[src/rtl/adder_seq_ctrl_if.sv]
// Start/done request bus between a controller and the
// nibble-serial adder sequencer.
interface adder_seq_ctrl_if #(
  parameter int NIBBLES = 4
);
  localparam int W = 4 * NIBBLES;

  logic         start;
  logic         clear;
  logic [W-1:0] a;
  logic [W-1:0] b;
  logic         cin;
  logic         busy;
  logic         done;
  logic [W-1:0] sum;
  logic         cout;

  modport master (
    output start, clear, a, b, cin,
    input  busy, done, sum, cout
  );

  modport slave (
    input  start, clear, a, b, cin,
    output busy, done, sum, cout
  );
endinterface

[src/rtl/adder_seq_ctrl.sv]
// Multi-precision adder: one 4-bit ripple adder reused per
// nibble, LSB nibble first, carry registered between nibbles.
module adder_seq_ctrl #(
  parameter int NIBBLES = 4
) (
  input  logic             clk,
  input  logic             rst_n,
  adder_seq_ctrl_if.slave  bus
);
  localparam int W  = 4 * NIBBLES;
  localparam int IW = (NIBBLES > 1) ? $clog2(NIBBLES) : 1;
  localparam logic [IW-1:0] LAST = IW'(NIBBLES - 1);

  typedef enum logic [1:0] {
    IDLE,
    RUN,
    DONE
  } state_t;

  state_t        state;
  logic [W-1:0]  a_q;
  logic [W-1:0]  b_q;
  logic [W-1:0]  work;
  logic [W-1:0]  work_nx;
  logic [W-1:0]  sum_q;
  logic [IW-1:0] idx;
  logic          carry_q;
  logic          busy_q;
  logic          done_q;
  logic          cout_q;
  logic [3:0]    na;
  logic [3:0]    nb;
  logic [3:0]    ns;
  logic          nco;

  always_comb begin
    na = '0;
    nb = '0;
    for (int i = 0; i < NIBBLES; i++) begin
      if (idx == IW'(i)) begin
        na = a_q[4*i +: 4];
        nb = b_q[4*i +: 4];
      end
    end
  end

  always_comb begin : adder_ripple4_struc2
    logic cy;
    cy = carry_q;
    ns = '0;
    for (int j = 0; j < 4; j++) begin
      ns[j] = na[j] ^ nb[j] ^ cy;
      cy    = (na[j] & nb[j]) | (cy & (na[j] ^ nb[j]));
    end
    nco = cy;
  end

  // Final nibble is merged here so sum loads the complete word.
  always_comb begin
    work_nx = work;
    for (int i = 0; i < NIBBLES; i++) begin
      if (idx == IW'(i)) begin
        work_nx[4*i +: 4] = ns;
      end
    end
  end

  always_ff @(posedge clk or negedge rst_n) begin
    if (!rst_n) begin
      state   <= IDLE;
      a_q     <= '0;
      b_q     <= '0;
      work    <= '0;
      sum_q   <= '0;
      idx     <= '0;
      carry_q <= 1'b0;
      busy_q  <= 1'b0;
      done_q  <= 1'b0;
      cout_q  <= 1'b0;
    end else if (bus.clear) begin
      state  <= IDLE;
      busy_q <= 1'b0;
      done_q <= 1'b0;
    end else begin
      unique case (state)
        IDLE, DONE: begin
          done_q <= 1'b0;
          if (bus.start) begin
            a_q     <= bus.a;
            b_q     <= bus.b;
            carry_q <= bus.cin;
            idx     <= '0;
            busy_q  <= 1'b1;
            state   <= RUN;
          end else begin
            state <= IDLE;
          end
        end
        RUN: begin
          work    <= work_nx;
          carry_q <= nco;
          if (idx == LAST) begin
            sum_q  <= work_nx;
            cout_q <= nco;
            busy_q <= 1'b0;
            done_q <= 1'b1;
            state  <= DONE;
          end else begin
            idx <= idx + 1'b1;
          end
        end
        default: begin
          busy_q <= 1'b0;
          done_q <= 1'b0;
          state  <= IDLE;
        end
      endcase
    end
  end

  assign bus.busy = busy_q;
  assign bus.done = done_q;
  assign bus.sum  = sum_q;
  assign bus.cout = cout_q;
endmodule

[src/flat_wrapper.sv]
// flat-port wrapper written by rule: the top's interface ports become plain ports
module adder_seq_ctrl_flat 
#(
  parameter int NIBBLES = 4
)
  (clk, rst_n, bus_start, bus_clear, bus_a, bus_b, bus_cin, bus_busy, bus_done, bus_sum, bus_cout);
  adder_seq_ctrl_if #(.NIBBLES(NIBBLES)) bus_i ();
  input  logic clk;
  input  logic rst_n;
  input wire logic [$bits(bus_i.start)-1:0] bus_start;
  input wire logic [$bits(bus_i.clear)-1:0] bus_clear;
  input wire logic [$bits(bus_i.a)-1:0] bus_a;
  input wire logic [$bits(bus_i.b)-1:0] bus_b;
  input wire logic [$bits(bus_i.cin)-1:0] bus_cin;
  output wire logic [$bits(bus_i.busy)-1:0] bus_busy;
  output wire logic [$bits(bus_i.done)-1:0] bus_done;
  output wire logic [$bits(bus_i.sum)-1:0] bus_sum;
  output wire logic [$bits(bus_i.cout)-1:0] bus_cout;
  assign bus_i.start = bus_start;
  assign bus_i.clear = bus_clear;
  assign bus_i.a = bus_a;
  assign bus_i.b = bus_b;
  assign bus_i.cin = bus_cin;
  assign bus_busy = bus_i.busy;
  assign bus_done = bus_i.done;
  assign bus_sum = bus_i.sum;
  assign bus_cout = bus_i.cout;
  adder_seq_ctrl #(.NIBBLES(NIBBLES)) u_core (.clk(clk), .rst_n(rst_n), .bus(bus_i));
endmodule
[config.mk]
export PLATFORM = sky130hd
export DESIGN_NAME = adder_seq_ctrl_flat
export DESIGN_NICKNAME = d
export VERILOG_FILES = /design/src/rtl/adder_seq_ctrl_if.sv /design/src/rtl/adder_seq_ctrl.sv /design/src/flat_wrapper.sv
export SDC_FILE = /design/constraint.sdc
export NUM_CORES = 1
export LEC_CHECK = 0
export BUFFER_PORTS_ARGS = -buffer_cell sky130_fd_sc_hd__buf_2
export CAP_MARGIN = 20
export CORE_MARGIN = 4
export CORE_UTILIZATION = 50
export CTS_BUF_LIST = sky130_fd_sc_hd__clkbuf_4 sky130_fd_sc_hd__clkbuf_8 sky130_fd_sc_hd__clkbuf_16
export CTS_CLUSTER_DIAMETER = 80
export CTS_CLUSTER_SIZE = 12
export DETAILED_ROUTE_END_ITERATION = 10
export GPL_TIMING_DRIVEN = 0
export PLACE_DENSITY = 0.87
export SETUP_SLACK_MARGIN = 0.5
export SLEW_MARGIN = 20
export SYNTH_ARGS = -nofsm -noshare
export SYNTH_HDL_FRONTEND = slang
export SYNTH_SLANG_ARGS = --single-unit
export TNS_END_PERCENT = 5
[constraint.sdc]
create_clock -name clk -period 2.9 [get_ports clk]
set_input_delay 0.145 -clock clk [delete_from_list [all_inputs] [get_ports clk]]
set_output_delay 0.145 -clock clk [all_outputs]
set_load 0.005 [all_outputs]
==> metrics.yaml <==
yosys.area_share.simple: 0.09305
fp.dieW_um: 87.16
cp-endpoint: "u_core.bus.sum[7]$_DFFE_PN0P_"
dieArea_sq_um: 7597
syn-instance-count: 266
synth_top_family_by_area: "multiplexers"
finalPower_mw: 3.698
grt_antenna_before_repair: 0
drtIter0Drc: 84
r2r_cells: 13
finalWirelength_mm: 6.825
viasPerCell: 5.386
synthMuxAreaShare: 0.1681
arrival_ns: 3.38
slew-limit-headroom: 0.7336
whs_ns: 0.01646
worst_slew_pin_slew_ns: 0.3941
irDropWorstVdd_uv: 741.0
dr_wl_met3_um: 411
synthesis.nets: 311
critical_path.slowest_cell: "fa_2"
ios: 56
worst_hold_path_type: "in -> reg"
grt-ovfl-total: 0
drv_cap: 0
fin_ws_ns: -0.2021
fin_setup_tns_ns: -1.151
path_depth: 13
core_area_sq_um: 5991
wl_per_cell_um: 16.45
final_cell_mix: "67 x dfrtp_1, 55 x buf_2, 41 x nand2_1"
synth_edf_count: 0
place_area_sq_um: 3571
synth_compound_area_frac: 0.1026
root_buffer: "clkbuf_8"
hold_violations: 0
synthAdderAreaFrac: 0.04153
cp-startpoint: "u_core.idx[1]$_DFFE_PN0P_"
grt_pass1_wl_mm: 11.25
reg2reg_from: "u_core.idx[1]$_DFFE_PN0P_"
die_height_um: 87.16
diodes: 0
cts_tree: "built"
routed.top_layer: "met4"
path_delay_family: "adder cells"
drc: 0
drtPass1Iterations: 4
final_common_cell: "dfrtp_1"
nets: 380
io_buffers: 55
grt_usage: 0.1969
worstReg2RegEnd: "u_core.bus.sum[7]$_DFFE_PN0P_"
finish.instance_area_sq_um: 3830
p_per_area_nw_per_um2: 965.5
reg2reg_slack_ns: -0.20
yosysUniqueCellTypes: 33
start_util: 0.5230
status: "complete, but fails checks"
syn_avg_cell_area_sq_um: 11.78
grt_max_degree: 38
setup_viol: 7
worstPathRequired_ns: 3.18
synth-async-reset-ratio: 1.000
fin_crit_sh: 1.070
num-fill-cells: 469
worstSetupPathType: "reg -> reg"
clk_path_buf_depth: 2
rsz0062_at_grt: "yes"
dp_hpwl_mm: 4.880
ys_warn_count: 0
fp-row-count: 28
path_max_fanout: 7
start_kind: "register"
netlist_area_sq_um: 3133
cp_slowest_stage_delay_ns: 0.64
drv_slew: 0
worstSkewPairLatency_ns: 0.35
crit_chain: "inv_2, ha_2, clkbuf_8, a21oi_1, o21ai_1, a22oi_2, fa_2, inv_1, fa_2, fa_2, fa_2, mux2i_1, o21ai_1"
clock_skew_ns: 0.01140
power.leakage_nw: 1.816
cts_sinks: 67
grt_pass1_vias: 2346
ys.flop_type: "dfrtp_1"
max_freq_mhz: 322.4
endpoint_kind: "register"
drtAntennaViolNets: 0
met1Wirelength_mm: 2.920
synthXorXnorAreaFrac: 0
period_needed_ns: 3.102
cp_common_cell: "fa_2"
clk_pin_slew_ns: 0.08
drive_gt1_frac: 0.4206
synth_seq_cells: 67
area_growth_pct: 22.24
cts_htree_levels: 3
crit_buf_inv: 3
wl_met2_mm: 3.376
cts_buffers: 9
seq_area_frac_synth: 0.5351
via_count: 2235
violations: "setup timing"
gp_congestion: 0.8431
==> final cells by class <==
type | instances | area [sq um] | share of cell area
inverters | 14 | 52.55 | 0.01372
clock inverters | 6 | 90.09 | 0.02352
flip-flops and latches | 67 | 1677 | 0.4378
multi-input cells | 169 | 1308 | 0.3414
well taps | 75 | 93.84 | 0.02450
plain buffers | 16 | 162.7 | 0.04247
repair buffers | 58 | 315.3 | 0.08233
clock buffers | 10 | 131.4 | 0.03430
==> registers in the layout (all words and copies together), names as in the netlist <==
signal           count
u_core.work         12
u_core.b_q          16
u_core.state         1
u_core.a_q          16
u_core.bus.sum      16
u_core.carry_q       1
u_core.bus.cout      1
u_core.idx           2
u_core.bus.busy      1
u_core.bus.done      1
==> repair_timing <==
item | CTS | global route
setup buffers | 1 | 0
hold buffers | 1 | 0
endpoints found under the setup margin | 23 | 26
gates resized for setup | 12 | 1
pin swaps | 5 | 0
endpoints found under the hold margin | 30 | 0
==> worst min path at each step <==
stage                     cells past startpoint  startpoint  slack (ns)                           to
final                                         3    bus_a[8]        0.02    u_core.a_q[8]$_DFFE_PN0P_
after global routing                          2   bus_b[13]        0.03   u_core.b_q[13]$_DFFE_PN0P_
after CTS                                     3    bus_a[8]       0.001    u_core.a_q[8]$_DFFE_PN0P_
after detailed placement                      1       rst_n        0.10  u_core.state[0]$_DFFE_PN0P_
after global placement                        3    bus_a[8]        0.35    u_core.a_q[8]$_DFFE_PN0P_
after floorplan                               0       rst_n       -0.15    u_core.a_q[0]$_DFFE_PN0P_
==> tightest hold or removal path: cells and delay by family <==
kind | cells | cell delay, ns
AO/OA/AOI/OAI | 1 | 0.06
buffers and inverters | 1 | 0.08
AND/OR/NAND/NOR | 1 | 0.04
==> through the flow <==
step / setup slack [ns] / cells / util
6_report: -0.2021 / 415 / 0.6393
5_1_grt: -0.3516 / 415 / 0.6393
4_1_cts: -0.1877 / 415 / 0.6393
3_5_place_dp: -0.3967 / 397 / 0.5961
3_3_place_gp: -0.3138 / 396 / 0.5923
2_1_floorplan: -0.07743 / 266 / -
==> where the power goes <==
part           internal [mW]  switching [mW]  total, mW
sequential              1.20           0.140       1.34
clock                  0.495           0.372      0.867
combinational          0.689           0.798       1.49
==> cell families after synthesis <==
kind of cell,after synthesis
flip-flops,67
multiplexers,48
adder cells (fa/ha/maj),8
buffers and inverters,30
AND/OR/NAND/NOR,57
AO/OA/AOI/OAI,56
==> cell usage after synthesis, types with 2 or more instances <==
cell	instances	share of area
a21oi_1	13	0.021
a221oi_1	2	0.0056
nor3b_4	2	0.012
nand2_2	2	0.0040
mux2_2	37	0.13
nor2b_1	3	0.0060
nand4bb_1	2	0.0072
o21ai_0	28	0.045
buf_2	2	0.0032
nand2_1	41	0.049
ha_1	4	0.016
o21ai_1	2	0.0032
a22o_1	4	0.011
inv_1	14	0.017
mux2i_1	11	0.035
a22oi_1	2	0.0048
clkbuf_1	3	0.0036
o31ai_1	2	0.0048
buf_6	9	0.032
dfrtp_1	67	0.54
fa_1	4	0.026
==> layer usage <==
metal,vias to the layer above,GRT usage
met5,-,0
met4,0,0.07810
met3,13,0.04541
met2,63,0.3244
met1,1103,0.2519
li1,1056,-
No activity file was read; power rests on OpenSTA's default activity.
